[config.mk]
export PLATFORM = sky130hd
export DESIGN_NAME = stream_splitter_flat
export DESIGN_NICKNAME = d
export VERILOG_FILES = /design/src/rtl/stream_splitter_if.sv /design/src/rtl/stream_splitter.sv /design/src/flat_wrapper.sv
export SDC_FILE = /design/constraint.sdc
export NUM_CORES = 1
export LEC_CHECK = 0
export BUFFER_PORTS_ARGS = -buffer_cell sky130_fd_sc_hd__buf_2
export CORE_UTILIZATION = 45
export CTS_CLUSTER_DIAMETER = 200
export DETAILED_ROUTE_END_ITERATION = 10
export GPL_TIMING_DRIVEN = 1
export PLACE_DENSITY = 0.82
export SLEW_MARGIN = 0
export SYNTH_ARGS = -nofsm -noshare
export SYNTH_HDL_FRONTEND = slang
export SYNTH_SLANG_ARGS = --single-unit
[constraint.sdc]
create_clock -name clk -period 2.55 [get_ports clk]
set_clock_uncertainty 0.2 [all_clocks]
set_input_delay 0.1275 -clock clk [delete_from_list [all_inputs] [get_ports clk]]
set_output_delay 0.1275 -clock clk [all_outputs]
set_load 0.005 [all_outputs]
[src/rtl/stream_splitter_if.sv]
// Handshake bundle between one producer, the splitter and two consumers.
// The slave modport is the splitter's view. The master modport is the
// surrounding environment's view, which drives the producer and consumer sides.
interface stream_splitter_if #(
    parameter int WIDTH = 4,
    parameter int CNT_W = 8
);
    logic [WIDTH-1:0] in_data;
    logic             in_sel;
    logic             in_valid;
    logic             in_ready;
    logic [WIDTH-1:0] a_data;
    logic             a_valid;
    logic             a_ready;
    logic [WIDTH-1:0] b_data;
    logic             b_valid;
    logic             b_ready;
    logic [CNT_W-1:0] a_count;
    logic [CNT_W-1:0] b_count;

    modport slave (
        input  in_data, in_sel, in_valid, a_ready, b_ready,
        output in_ready, a_data, a_valid, b_data, b_valid, a_count, b_count
    );

    modport master (
        output in_data, in_sel, in_valid, a_ready, b_ready,
        input  in_ready, a_data, a_valid, b_data, b_valid, a_count, b_count
    );
endinterface

[src/rtl/stream_splitter.sv]
// Registered 1-to-2 demultiplexer. Each input word goes to port A
// (in_sel=0) or port B (in_sel=1). Each port holds one word in a buffer
// with a valid/ready handshake. Each port also has a saturating counter of
// delivered words.
// Port index 0 is A and port index 1 is B throughout.
module stream_splitter #(
    parameter int WIDTH = 4,
    parameter int CNT_W = 8
) (
    input  logic               clk,
    input  logic               rst_n,
    stream_splitter_if.slave   bus
);
    localparam logic [0:0]       EMPTY   = 1'b0;
    localparam logic [0:0]       FULL    = 1'b1;
    localparam logic [CNT_W-1:0] CNT_MAX = '1;

    logic [1:0]       port_ready;
    logic [1:0]       port_valid;
    logic [1:0]       drain;
    logic [1:0]       load;
    logic [WIDTH-1:0] port_data  [2];
    logic [CNT_W-1:0] port_count [2];
    logic             ready;
    logic             accept;

    assign port_ready = {bus.b_ready, bus.a_ready};

    // A port can take a word when its buffer is empty or is being drained
    // this cycle. Only the port that in_sel selects decides, so a stall on
    // one port never blocks a word meant for the other port.
    assign ready  = bus.in_sel ? (~port_valid[1] | port_ready[1])
                               : (~port_valid[0] | port_ready[0]);
    assign accept = bus.in_valid & ready;

    genvar gi;
    generate
        for (gi = 0; gi < 2; gi++) begin : g_port
            logic [0:0]       state_reg;
            logic [0:0]       state_next;
            logic [WIDTH-1:0] data_reg;
            logic [CNT_W-1:0] count_reg;

            assign load[gi]  = accept & (bus.in_sel == 1'(gi));
            assign drain[gi] = (state_reg == FULL) & port_ready[gi];

            // Buffer occupancy: a load always leaves the buffer full, and a
            // drain empties it only when no new word replaces the old one.
            always_comb begin
                state_next = state_reg;
                case (state_reg)
                    EMPTY:   state_next = load[gi] ? FULL : EMPTY;
                    FULL:    state_next = (drain[gi] && !load[gi]) ? EMPTY : FULL;
                    default: state_next = EMPTY;
                endcase
            end

            // State and data registers. Data changes only on a load, so a
            // stalled word stays stable.
            always_ff @(posedge clk or negedge rst_n) begin
                if (!rst_n) begin
                    state_reg <= EMPTY;
                    data_reg  <= '0;
                end else begin
                    state_reg <= state_next;
                    if (load[gi]) begin
                        data_reg <= bus.in_data;
                    end
                end
            end

            // Delivered-word counter. It stops at all-ones and never wraps.
            always_ff @(posedge clk or negedge rst_n) begin
                if (!rst_n) begin
                    count_reg <= '0;
                end else if (drain[gi] && (count_reg != CNT_MAX)) begin
                    count_reg <= count_reg + 1'b1;
                end
            end

            assign port_valid[gi] = (state_reg == FULL);
            assign port_data[gi]  = data_reg;
            assign port_count[gi] = count_reg;
        end
    endgenerate

    assign bus.in_ready = ready;
    assign bus.a_valid  = port_valid[0];
    assign bus.a_data   = port_data[0];
    assign bus.a_count  = port_count[0];
    assign bus.b_valid  = port_valid[1];
    assign bus.b_data   = port_data[1];
    assign bus.b_count  = port_count[1];
endmodule
[src/flat_wrapper.sv]
// flat-port wrapper written by rule: the top's interface ports become plain ports
module stream_splitter_flat 
#(
    parameter int WIDTH = 4,
    parameter int CNT_W = 8
)
  (clk, rst_n, bus_in_data, bus_in_sel, bus_in_valid, bus_a_ready, bus_b_ready, bus_in_ready, bus_a_data, bus_a_valid, bus_b_data, bus_b_valid, bus_a_count, bus_b_count);
  stream_splitter_if #(.WIDTH(WIDTH), .CNT_W(CNT_W)) bus_i ();
  input  logic clk;
  input  logic rst_n;
  input wire logic [$bits(bus_i.in_data)-1:0] bus_in_data;
  input wire logic [$bits(bus_i.in_sel)-1:0] bus_in_sel;
  input wire logic [$bits(bus_i.in_valid)-1:0] bus_in_valid;
  input wire logic [$bits(bus_i.a_ready)-1:0] bus_a_ready;
  input wire logic [$bits(bus_i.b_ready)-1:0] bus_b_ready;
  output wire logic [$bits(bus_i.in_ready)-1:0] bus_in_ready;
  output wire logic [$bits(bus_i.a_data)-1:0] bus_a_data;
  output wire logic [$bits(bus_i.a_valid)-1:0] bus_a_valid;
  output wire logic [$bits(bus_i.b_data)-1:0] bus_b_data;
  output wire logic [$bits(bus_i.b_valid)-1:0] bus_b_valid;
  output wire logic [$bits(bus_i.a_count)-1:0] bus_a_count;
  output wire logic [$bits(bus_i.b_count)-1:0] bus_b_count;
  assign bus_i.in_data = bus_in_data;
  assign bus_i.in_sel = bus_in_sel;
  assign bus_i.in_valid = bus_in_valid;
  assign bus_i.a_ready = bus_a_ready;
  assign bus_i.b_ready = bus_b_ready;
  assign bus_in_ready = bus_i.in_ready;
  assign bus_a_data = bus_i.a_data;
  assign bus_a_valid = bus_i.a_valid;
  assign bus_b_data = bus_i.b_data;
  assign bus_b_valid = bus_i.b_valid;
  assign bus_a_count = bus_i.a_count;
  assign bus_b_count = bus_i.b_count;
  stream_splitter #(.WIDTH(WIDTH), .CNT_W(CNT_W)) u_core (.clk(clk), .rst_n(rst_n), .bus(bus_i));
endmodule
==> impl_summary.txt <==
----------------------------------------------------
[Outcome]
  Run status ... finished clean

[Power and ir drop]
  Portion of total power attributed to the clock network ... 22.1%
  Int Power ... 0.875 mW
  Share of total power consumed by net switching ... 31.1%
  Sw Pwr ... 0.396 mW
  Share of total power in combinational logic ... 27.4%
  Sequential group share of total power ... 50.6%
  Pleak ... 0.749 nW
  Power per cell area ... 808 mW/mm2
  Worst supply voltage drop on vdd ... 0.556 mV

[STA]
  Number of max-slew violations in the final report ... 0
  Worst-margin pin slew ... 565 ps
  Setup_tns ... 0 ps
  Number of hold violations in the final report ... 0
  Max Clk Rate ... 0.500 GHz
  Count of final setup violators ... 0
  RSZ-0062 raised after global routing ... no
  Min Clock Period, post-route ... 2000 ps
  Worst-case headroom to the max-slew limit ... 62.3%
  Portion of the clock cycle consumed by the worst path in the final layout ... 78.4%

[Route]
  Overall routed net length ... 2400 um
  Via count normalized by instance count ... 5.19
  Routed length per placed instance ... 13.0 um
  Total number of vias ... 960
  Remaining number of nets flagged by the antenna check after routing ... 0
  Drc violations ... 0
  Iter 0 DRT Violations ... 14
  Number of optimization iterations in the first detailed-route pass ... 4

[Critical path]
  Maximum fanout along the worst path ... 2
  Type of element launching the critical path ... input pin
  Critical path class ... in -> reg
  Critical Path Sink Type ... flop
  Arrival time at the worst endpoint ... 2020 ps
  WP data required ... 2570 ps

[Global routing]
  Initial antenna violation count ... 0
  Total global routing overflow ... 0
  All-layer global routing usage ... 18.5%
  Pin count of the biggest net entering global routing ... 27
  First-pass GRT wire length ... 3800 um
  Via count of the first global-routing pass ... 889

[Die]
  Standard cell core area ... 0.00250 mm2
  Number of core rows ... 18
  Width of the die ... 53.7 um
  Vert. Die Dim ... 53.7 um
  Number of ports placed on the die boundary ... 37
  Effective utilization at floorplan ... 48.0%
  Area enclosed by the die boundary ... 0.00288 mm2

[Place]
  Routability Congestion ... 0.777
  Sum of net half-perimeters after detailed placement ... 1730 um
  Standard cell area after detailed placement ... 0.00142 mm2
  # port buffers ... 36

[Synthesis]
  Post-synthesis instance area ... 0.00120 mm2
  Synthesis Warnings ... 0
  Number of standard cells after synthesis ... 105
  Dominant cell type by area after synthesis ... sky130_fd_sc_hd__dfrtp_1
  Mean cell area of the mapped netlist ... 11.4 um2
  Sequential share of the synthesized area ... 54.2%
  Area share of the largest cell type after synthesis ... 54.2%
  Distinct cells, synth ... 25
  Biggest area contributors in the synthesized netlist ... sky130_fd_sc_hd__dfrtp_1 54%, sky130_fd_sc_hd__mux2_1 6.6%, sky130_fd_sc_hd__mux2_2 6.6%, sky130_fd_sc_hd__xnor2_1 3.6%, sky130_fd_sc_hd__nor2_1 3.4%
  Number of register bits inferred by synthesis ... 26
  Nets in the synthesized netlist ... 117

[Flow run]
  Max-cap violations ... 0

[Final layout]
  Final core utilization ... 62.9%
  Fraction of layout cells with a size suffix above 1 ... 33.5%
  Antenna diode count ... 0
  Area of all placed cells without fillers ... 0.00157 mm2
  Synth-to-Final Area Change ... 30.8%
  Post-layout nets ... 168

[CTS]
  Clock input transition at the sequential cells of the worst setup and hold paths ... 140 ps
  TritonCTS clock tree ... done
  Inserted Clock Buffers ... 3
  Sink count of the clock tree ... 26
  H-tree Lvls ... 1
  CTS root buf ... sky130_fd_sc_hd__clkbuf_4
  Buffers from clock root to sink, at most ... 2
  Setup fix buffers added after clock tree synthesis ... 0
  Worst-skew pair later-pin latency ... 320 ps

[Worst hold path]
  Min-delay worst type ... in -> reg

----------------------------------------------------
-- final cells by class --
type	count	area (um2)
Multi-Input combinational cell	76	539
Inverter	3	11.3
Clock inverter	1	30.0
Tap cell	30	37.5
Timing Repair Buffer	46	280
Sequential cell	26	651
Clock buffer	3	22.5
Fill cell	208	928
-- layout by cell type, fill, tap and decap left out, types with 3 or more instances in the layout --
master / count
sky130_fd_sc_hd__mux2_2: 7
sky130_fd_sc_hd__nand4_1: 4
sky130_fd_sc_hd__nand2b_1: 4
sky130_fd_sc_hd__nand3_2: 3
sky130_fd_sc_hd__clkbuf_4: 3
sky130_fd_sc_hd__dfrtp_1: 26
sky130_fd_sc_hd__xnor2_1: 5
sky130_fd_sc_hd__dlygate4sd3_1: 10
sky130_fd_sc_hd__buf_2: 36
sky130_fd_sc_hd__nor2_1: 11
sky130_fd_sc_hd__a21oi_1: 5
sky130_fd_sc_hd__mux2_1: 7
sky130_fd_sc_hd__nand2_1: 10
sky130_fd_sc_hd__nand3_1: 6
-- critical path: stages --
cell,delay [ps]
sky130_fd_sc_hd__dlygate4sd3_1,530
sky130_fd_sc_hd__buf_2,120
sky130_fd_sc_hd__nand2_1,70
sky130_fd_sc_hd__dlygate4sd3_1,560
sky130_fd_sc_hd__nand2_1,60
sky130_fd_sc_hd__dlygate4sd3_1,550
-- layer usage --
| layer | track usage [%] | part of all wire, % | vias up |
|---|---|---|---|
| met2 | 31.1 | 52 | 25 |
| met3 | 3.67 | 4.1 | 2 |
| met1 | 23.2 | 43 | 469 |
| met4 | 7.02 | 0.54 | 0 |
| li1 | - | - | 464 |
| met5 | 0 | 0 | - |
-- per-stage QoR --
stage / hold WS (ps) / instances / total power [mW] / worst slack, ps
4_1_cts: 31.7 / 185 / 1.28 / 599
2_1_floorplan: -368 / 105 / 0.817 / 790
3_5_place_dp: -42.7 / 171 / 0.990 / 711
3_3_place_gp: -55.2 / 171 / 0.966 / 795
6_report: 71.7 / 185 / 1.27 / 550
5_1_grt: 61.4 / 185 / 1.34 / 548
-- cell usage after synthesis --
master and n:
sky130_fd_sc_hd__dfrtp_1 26, sky130_fd_sc_hd__inv_1 2, sky130_fd_sc_hd__nor3_1 1, sky130_fd_sc_hd__nor2_1 11
sky130_fd_sc_hd__and2_1 1, sky130_fd_sc_hd__mux2_2 7, sky130_fd_sc_hd__nand2b_1 4, sky130_fd_sc_hd__mux2_4 1
sky130_fd_sc_hd__or3_4 1, sky130_fd_sc_hd__nor2b_1 1, sky130_fd_sc_hd__xnor2_1 5, sky130_fd_sc_hd__nand3b_1 1
sky130_fd_sc_hd__ha_1 2, sky130_fd_sc_hd__nand2_1 10, sky130_fd_sc_hd__or2_1 1, sky130_fd_sc_hd__a21oi_1 5
sky130_fd_sc_hd__o21ai_1 1, sky130_fd_sc_hd__and2b_1 1, sky130_fd_sc_hd__nand3_1 6, sky130_fd_sc_hd__clkinv_1 1
sky130_fd_sc_hd__mux2_1 7, sky130_fd_sc_hd__and4_1 1, sky130_fd_sc_hd__nand4_1 4, sky130_fd_sc_hd__mux2i_1 2
sky130_fd_sc_hd__nand3_2 3
-- cell families after synthesis --
group / count (synthesis) / share of synthesized area, %
XOR/XNOR: 5 / 3.65
adder cells (fa/ha/maj): 2 / 2.08
multiplexers: 17 / 16.0
flip-flops: 26 / 54.2
AND/OR/NAND/NOR: 46 / 20.6
buffers and inverters: 3 / 0.937
AO/OA/AOI/OAI: 6 / 2.50
-- power groups by stage --
stage	clock, mW	combinational [mW]	sequential [mW]
3_3_place_gp	0	0.330	0.636
2_1_floorplan	0	0.174	0.643
4_1_cts	0.286	0.354	0.642
3_5_place_dp	0	0.340	0.650
5_1_grt	0.302	0.385	0.657
6_report	0.280	0.348	0.642
-- repair_timing --
action | CTS | global route
hold endpoints to repair | 39 | 0
hold buffers | 10 | 0
endpoints found under the setup margin | 0 | 0
gates resized for setup | 0 | 0
-- path summary, 6_finish.rpt --
path / startpoint / end / slack [ps] / cells past startpoint
max in group asynchronous: rst_n / u_core.bus.b_count[3] / 1660 / 2
min reg2reg: u_core.bus.b_data[2] / u_core.bus.b_data[2] / 300 / 1
min: bus_in_sel / u_core.bus.a_valid / 70 / 3
max: bus_in_valid / u_core.bus.b_valid / 550 / 6
min in group asynchronous: rst_n / u_core.bus.a_data[0] / 110 / 2
max reg2reg: u_core.bus.b_count[1] / u_core.bus.b_count[1] / 690 / 5
-- sequential cells by signal (all words and copies together), names as in the netlist --
register            count
u_core.bus.a_count      8
u_core.bus.b_valid      1
u_core.bus.b_count      8
u_core.bus.a_valid      1
u_core.bus.a_data       4
u_core.bus.b_data       4
Power figures use the tool's default switching activity.
